`src/rtl/uart_tx_serializer_if.sv`:
```
// Byte handshake between a producer and the UART transmit serializer.
// The producer drives tx_data/tx_valid; the serializer answers with tx_ready.
interface uart_tx_serializer_if;
    logic [7:0] tx_data;
    logic       tx_valid;
    logic       tx_ready;

    modport master (output tx_data, output tx_valid, input tx_ready);
    modport slave  (input tx_data, input tx_valid, output tx_ready);
endinterface

```
`src/rtl/uart_tx_serializer.sv`:
```
// UART transmitter: start bit, 8 data bits LSB first, optional parity, 1-2 stop bits.
// Bit timing comes from an internal down-counting baud counter; line idles high.
module uart_tx_serializer #(
    parameter int TICKS_PER_BIT = 10416,
    parameter int PARITY        = 0,
    parameter int STOP_BITS     = 1
) (
    input  logic                 clk,
    input  logic                 rstn,
    uart_tx_serializer_if.slave  tx,
    output logic                 txd,
    output logic                 busy
);

    localparam int CNT_W = $clog2(TICKS_PER_BIT);
    localparam logic [CNT_W-1:0] BIT_LOAD = CNT_W'(TICKS_PER_BIT - 1);
    localparam logic             LAST_STOP = 1'(STOP_BITS - 1);

    typedef enum logic [2:0] {
        IDLE,
        START,
        DATA,
        PAR,
        STOP
    } state_t;

    state_t           state;
    logic [CNT_W-1:0] baud_cnt;
    logic [7:0]       shift_reg;
    logic [2:0]       bit_idx;
    logic             stop_idx;
    logic             par_bit;
    logic             ready_r;

    assign tx.tx_ready = ready_r;

    always_ff @(posedge clk or negedge rstn) begin
        if (!rstn) begin
            state     <= IDLE;
            baud_cnt  <= '0;
            shift_reg <= '0;
            bit_idx   <= '0;
            stop_idx  <= 1'b0;
            par_bit   <= 1'b0;
            txd       <= 1'b1;
            busy      <= 1'b0;
            ready_r   <= 1'b1;
        end else begin
            case (state)
                IDLE: begin
                    if (tx.tx_valid) begin
                        shift_reg <= tx.tx_data;
                        par_bit   <= (PARITY == 1) ? ~^tx.tx_data : ^tx.tx_data;
                        baud_cnt  <= BIT_LOAD;
                        state     <= START;
                        txd       <= 1'b0;
                        busy      <= 1'b1;
                        ready_r   <= 1'b0;
                    end
                end
                START: begin
                    if (baud_cnt == '0) begin
                        baud_cnt <= BIT_LOAD;
                        bit_idx  <= 3'd0;
                        state    <= DATA;
                        txd      <= shift_reg[0];
                    end else begin
                        baud_cnt <= baud_cnt - 1'b1;
                    end
                end
                DATA: begin
                    if (baud_cnt == '0) begin
                        baud_cnt <= BIT_LOAD;
                        if (bit_idx == 3'd7) begin
                            if (PARITY != 0) begin
                                state <= PAR;
                                txd   <= par_bit;
                            end else begin
                                state    <= STOP;
                                stop_idx <= 1'b0;
                                txd      <= 1'b1;
                            end
                        end else begin
                            // txd mirrors shift_reg[0] after the shift, i.e. the next data bit
                            bit_idx   <= bit_idx + 1'b1;
                            shift_reg <= shift_reg >> 1;
                            txd       <= shift_reg[1];
                        end
                    end else begin
                        baud_cnt <= baud_cnt - 1'b1;
                    end
                end
                PAR: begin
                    if (baud_cnt == '0) begin
                        baud_cnt <= BIT_LOAD;
                        stop_idx <= 1'b0;
                        state    <= STOP;
                        txd      <= 1'b1;
                    end else begin
                        baud_cnt <= baud_cnt - 1'b1;
                    end
                end
                STOP: begin
                    if (baud_cnt == '0) begin
                        if (stop_idx == LAST_STOP) begin
                            state   <= IDLE;
                            busy    <= 1'b0;
                            ready_r <= 1'b1;
                        end else begin
                            stop_idx <= stop_idx + 1'b1;
                            baud_cnt <= BIT_LOAD;
                        end
                        txd <= 1'b1;
                    end else begin
                        baud_cnt <= baud_cnt - 1'b1;
                    end
                end
                default: begin
                    state   <= IDLE;
                    txd     <= 1'b1;
                    busy    <= 1'b0;
                    ready_r <= 1'b1;
                end
            endcase
        end
    end

endmodule
```
`src/flat_wrapper.sv`:
```
// flat-port wrapper written by rule: the top's interface ports become plain ports
module uart_tx_serializer_flat 
#(
    parameter int TICKS_PER_BIT = 10416,
    parameter int PARITY        = 0,
    parameter int STOP_BITS     = 1
)
  (clk, rstn, txd, busy, tx_tx_data, tx_tx_valid, tx_tx_ready);
  uart_tx_serializer_if tx_i ();
  input  logic clk;
  input  logic rstn;
  output logic txd;
  output logic busy;
  input wire logic [$bits(tx_i.tx_data)-1:0] tx_tx_data;
  input wire logic [$bits(tx_i.tx_valid)-1:0] tx_tx_valid;
  output wire logic [$bits(tx_i.tx_ready)-1:0] tx_tx_ready;
  assign tx_i.tx_data = tx_tx_data;
  assign tx_i.tx_valid = tx_tx_valid;
  assign tx_tx_ready = tx_i.tx_ready;
  uart_tx_serializer #(.TICKS_PER_BIT(TICKS_PER_BIT), .PARITY(PARITY), .STOP_BITS(STOP_BITS)) u_core (.clk(clk), .rstn(rstn), .tx(tx_i), .txd(txd), .busy(busy));
endmodule
```
`config.mk`:
```
export PLATFORM = sky130hd
export DESIGN_NAME = uart_tx_serializer_flat
export DESIGN_NICKNAME = d
export VERILOG_FILES = /design/src/rtl/uart_tx_serializer_if.sv /design/src/rtl/uart_tx_serializer.sv /design/src/flat_wrapper.sv
export SDC_FILE = /design/constraint.sdc
export NUM_CORES = 1
export LEC_CHECK = 0
export ABC_AREA = 0
export BUFFER_PORTS_ARGS = -buffer_cell sky130_fd_sc_hd__buf_2
export CAP_MARGIN = 20
export CORE_MARGIN = 2
export CORE_UTILIZATION = 45
export DETAILED_ROUTE_END_ITERATION = 8
export PLACE_DENSITY = 0.67
export SYNTH_ARGS = -nofsm -noshare
export SYNTH_HDL_FRONTEND = slang
export SYNTH_SLANG_ARGS = --single-unit
```
`constraint.sdc`:
```
create_clock -name clk -period 3.35 [get_ports clk]
set_input_delay 0.1675 -clock clk [delete_from_list [all_inputs] [get_ports clk]]
set_output_delay 0.1675 -clock clk [all_outputs]
set_load 0.005 [all_outputs]
```
# Word-level counts from Yosys, hierarchy flattened
# Cells that the tools add are included.
[word_totals] register_bits=32 latchBits=0 ramBits=0 mem_bits_ro=0 inputBits=11 out_inout_bits=3 wordCells=82 n_memories=0
[op_classes] addsub=3 mul=0 div_mod_pow=0 magnitude_cmp=0 eq_ne=15 shift=0 mux=40 n_bitwise=1 reduce_logical=15
[op_table] cell="14-bit two-way mux" count=4
[op_table] cell="14-bit one-hot mux with 3 select lines" count=1
[op_table] cell="3-bit two-way mux" count=10
[op_table] cell="8-bit two-way mux" count=3
[op_table] cell="8-bit one-hot mux with 2 select lines" count=1
[op_table] cell="4-bit AND reduction" count=4
[op_table] cell="1-bit two-way mux" count=15
[op_table] cell="3-bit one-hot mux with 5 select lines" count=1
[op_table] cell="14-bit logical NOT" count=1
[op_table] cell="14-bit by 1-bit subtractor with 14-bit output (second input constant)" count=1
[op_table] cell="2-bit by 1-bit inequality test with 1-bit output (second input constant)" count=6
[op_table] cell="1-bit one-hot mux with 3 select lines" count=3
[op_table] cell="7-bit AND reduction" count=1
[op_table] cell="3-bit by 2-bit equality test with 1-bit output (second input constant)" count=2
[op_table] cell="3-bit equality test (second input constant)" count=2
[op_table] cell="2-bit inequality test (second input constant)" count=3
[op_table] cell="3-bit one-hot mux with 2 select lines" count=1
[op_table] cell="3-bit nonzero test" count=2
[op_table] cell="5-bit AND reduction" count=1
[op_table] cell="1-bit one-hot mux with 4 select lines" count=1
[op_table] cell="2-bit nonzero test" count=2
[op_table] cell="3-bit by 1-bit adder with 3-bit output (second input constant)" count=1
[op_table] cell="3-bit by 1-bit equality test with 1-bit output (second input constant)" count=1
[op_table] cell="3-bit logical NOT" count=1
[op_table] cell="other kinds (6)" count=6

# Logic depth before layout (Yosys ltp)
[depth] depth_word=4 ltp_mapped=9 depth_no_buf=7

# Worst setup path before layout
# No wires, ideal clock.
[synth_timing] path_type="flip-flop to flip-flop" from="reg u_core.baud_cnt[4]" to="reg u_core.baud_cnt[13]" setup_time_ns=0.069 arrival_time_ns=1.772 required_ns=3.281 setup_slack_ns=1.509 path_stages_with_launch=6 path_buffers=0 period_less_slack_ns=1.841 cell_sequence="dfrtp_1 or4_4 nor4_4 o211ai_2 or4_1 nand3_1"
[synth_via] elab_chain_len=3 elab_cells_between_ends=7 classes_between="add/sub (1); eq/ne (1); mux (3); reduce/logical (2)"
[synth_rtl] element="from (decl)" line_no="uart_tx_serializer.sv:28" source="logic [CNT_W-1:0] baud_cnt;"
[synth_rtl] element="from (signal assigned)" line_no="uart_tx_serializer.sv:68" source="baud_cnt <= baud_cnt - 1'b1;"
[synth_rtl] element="from (signal assigned)" line_no="uart_tx_serializer.sv:90" source="baud_cnt <= baud_cnt - 1'b1;"
[synth_rtl] element="from (signal assigned)" line_no="uart_tx_serializer.sv:100" source="baud_cnt <= baud_cnt - 1'b1;"
[synth_rtl] element="14-bit by 1-bit subtractor with 14-bit output or 14-bit logical NOT (tied branches)"
[synth_rtl] element="14-bit two-way mux, or another cell as far along" line_no="uart_tx_serializer.sv:104" source="if (baud_cnt == '0) begin"
[synth_rtl] element="14-bit one-hot mux with 3 select lines or 3-bit AND reduction (tied branches)"
# Several ways; a longest one is shown, not always the timed one.
# A chain may end at the register's enable or synchronous reset.

# Worst setup path after layout
[layout_timing] from="reg u_core.state[1]" to="reg u_core.baud_cnt[13]"
[layout_via] elab_chain_len=4 elab_cells_between_ends=11 classes_between="eq/ne (6); mux (1); reduce/logical (4)"
[layout_rtl] element="from (decl)" line_no="uart_tx_serializer.sv:27" source="state_t state;"
[layout_rtl] element="from (signal assigned)" line_no="uart_tx_serializer.sv:39" source="state <= IDLE;"
[layout_rtl] element="from (signal assigned)" line_no="uart_tx_serializer.sv:55" source="state <= START;"
[layout_rtl] element="from (signal assigned)" line_no="uart_tx_serializer.sv:65" source="state <= DATA;"
[layout_rtl] element="3-bit by 1-bit equality test with 1-bit output or 3-bit by 2-bit equality test with 1-bit output (tied branches)" line_no="uart_tx_serializer.sv:49" source="case (state)"
[layout_rtl] element="3-bit OR reduction (no line)"
[layout_rtl] element="3-bit nonzero test (no line)"
[layout_rtl] element="3-bit AND reduction (no line)"
# Several ways; a longest one is shown, not always the timed one.

==> metrics <==
status complete, no violations; # setup viols final 0; IO Port Bufs 13; DRC Markers 0; grt ovf 0; simple-gate share of the synthesized area 22.0%; layout cells sized above 1 between 10% and 20%; routed vias/inst roughly 5.8; largest net degree at the start of global routing 32; CTS max path bufs 2; Internal Power between 600 and 700 uW; critical path buffer and inverter count 0; most frequent cells in the layout dfrtp_1 (29), a21oi_1 (27), nor2_1 (13), buf_2 (13); Post-Place Setup Slack between 1 and 1.5 ns; WL final 3.67 mm; detailed route wirelength on metal2 1.67 mm; DR WL/cell 14.8 um; Main synth FF type dfrtp_1; crit-path max FO 24; mapped cell area 1800 sq um; number of unique standard cell types used by synthesis 51; CTS buffer count 5; Power Density 471 nW/um^2; Final Skew around 0.0085 ns; commonest non-fill, non-tap cell in the layout dfrtp_1; DIE WIDTH 67.2 um; Syn Inst Count 188; Slew Limit Fails 0; max reg flops 14; Req. time, crit path 3.57 ns; Flop pwr share 52.3%; crit path capture type flip-flop; Mapped Nets 202; clk slew on worst S/H paths about 0.070 ns; asr flop ratio synth 100%; critical path's largest stage delay 0.92 ns; RSZ-0062 raised after global routing false; boundary pin count 14; via count 1,450; final net count about 210; mux share of post-synthesis cell area 5.01%; post-cts sizing count 0; Post-Place Cells approximately 240; area share of the largest cell type after synthesis roughly 40%; postcts setup bufs 0; Mapped Avg Cell Area between 9 and 10 sq um; compound-cell area share of the yosys netlist 21.3%; min Tclk post-route about 2.3 ns; antenna cells 0; first-pass GRT wire length 6.43 mm; critical path type flip-flop to flip-flop; gr usage total 18.9%; vias in the first global route 1,395; Synth Warn # 0; CP delay by family, top simple AND/OR/NAND/NOR gates; Syn-to-layout area delta 9.80%; crit start category flip-flop; Root Driver clkbuf_8; clock network power share 32.3%; Post-synth EDFFs 0; die area 4520 sq um; post-route cell area between 1500 and 2000 sq um; DRC violation total after the first TritonRoute iteration 51; sw frac 28.8%; WL met1 ~1.8 mm; dpl cell area 1870 sq um; Tot Pwr 930 uW; Hold Vio Cnt, Final 0; Slew Limit Headroom 41.5%; Final Non-Filler Cells around 250; clk_lat worst skew 0.28 ns; Synth Area in XOR/XNOR roughly 1.5%; setup TNS 0 ns; Final WS setup 1.09 ns; post-synthesis adder-cell area fraction around 2.1%; met3 WL between 150 and 200 um; initial core utilization around half; LEAKAGE 0.808 nW; core area 3740 sq um; Final Wtd Congestion 0.794; Synth area leaders dfrtp_1 (40%), a21oi_1 (7.5%), mux2i_1 (5.0%); clock sink total 31; fin crit share 67.6%; worst-path cell chain nor4_2, nor4_4, o211ai_2, or4_1, nand3_1; number of max-cap violations 0; arrival time at the worst endpoint around 2.5 ns; Die Ht 67.2 um; Yosys reg bits 31; CTS tree done; Seq/Total Area, Yosys between 40 and 50%; main combinational cell family by area after synthesis simple AND/OR/NAND/NOR gates; H-tree lvl count 2; Hold Slack 0.156 ns; Comb power frac around 15%; max layer used met4; maximum VDD drop 0.000313 V; Final Util a little over half; post-route ant nets 0; row count 22; Slew @ Worst Pin 0.878 ns; TritonRoute pass-1 iters 4; switching power 268 uW; fmax 0.442 GHz; slowest CP cell dfrtp_1; antenna violations before repair 0; worst min path class input pin to flip-flop; Yosys top cell by area dfrtp_1; Final HPWL DP 2.58 mm
## layer usage
layer	vias up	track usage, %
met4	0	6.12
met3	5	4.67
met5	-	0
met2	29	29.7
met1	706	25.6
li1	710	-
## path summary, 6_finish.rpt
check,slack (ns),cells past startpoint,start,to
worst max-delay path,1.09,5,u_core.state[1]$_DFFE_PN0P_,u_core.baud_cnt[13]$_DFFE_PN0P_
worst min-delay path,0.16,3,tx_tx_data[7],u_core.shift_reg[7]$_DFFE_PN0P_
worst max register to register,1.09,5,u_core.state[1]$_DFFE_PN0P_,u_core.baud_cnt[13]$_DFFE_PN0P_
worst min register to register,0.47,2,u_core.txd$_DFFE_PN1P_,u_core.txd$_DFFE_PN1P_
max in group asynchronous,2.44,2,rstn,u_core.baud_cnt[5]$_DFFE_PN0P_
min in group asynchronous,0.46,2,rstn,u_core.shift_reg[5]$_DFFE_PN0P_
## cell type report
type	count	area (sq um)
inverter	8	30.0
fill	359	1770
clock inverter	1	5.00
clock buffer	7	86.3
tap	48	60.1
timing repair buffer	15	82.6
sequential	31	778
multi-input combinational	138	933
## timing repair
| item | in CTS | in global routing |
|---|---|---|
| endpoints found under the setup margin | 0 | 0 |
| hold buffers | 1 | 0 |
| hold endpoints to repair | 29 | 0 |
## power groups by stage
stage	combinational, mW	sequential, mW	clock, mW
6_report	0.144	0.486	0.300
5_1_grt	0.163	0.495	0.318
4_1_cts	0.145	0.484	0.306
3_5_place_dp	0.143	0.491	0
3_3_place_gp	0.138	0.488	0
2_1_floorplan	0.111	0.474	0
## cells in the mapped netlist (2+ instances only)
cell type,number
a31oi_1,4
clkbuf_1,3
dfrtp_1,29
nor2_1,13
ha_1,3
and3_1,2
o21ai_1,2
nor4b_1,2
nand4b_1,2
inv_1,8
a2bb2oi_1,2
or2_2,2
a21oi_1,27
o21a_1,2
or4_1,2
nor4_4,2
nand2_1,9
dfstp_2,2
xor2_1,2
o21ai_0,7
or3_1,3
nand2b_1,6
and2_1,3
nor3b_1,2
nand3_1,7
mux2i_1,9
a211o_1,2
nor3_1,2
buf_2,7
## worst reg2reg max path: stages (launching register included)
cell and delay [ns]:
dfrtp_1 0.92, nor4_2 0.23, nor4_4 0.37, o211ai_2 0.16
or4_1 0.42, nand3_1 0.09
## kinds of logic (layout without fill, tap and decap cells)
group / after synthesis / after routing
AND/OR/NAND/NOR: 64 / 64
AO/OA/AOI/OAI: 59 / 59
flip-flops: 31 / 31
buffers and inverters: 19 / 31
multiplexers: 9 / 9
adder cells (fa/ha/maj): 3 / 3
XOR/XNOR: 3 / 3
Note: power is estimated with default switching activity, not from simulation.
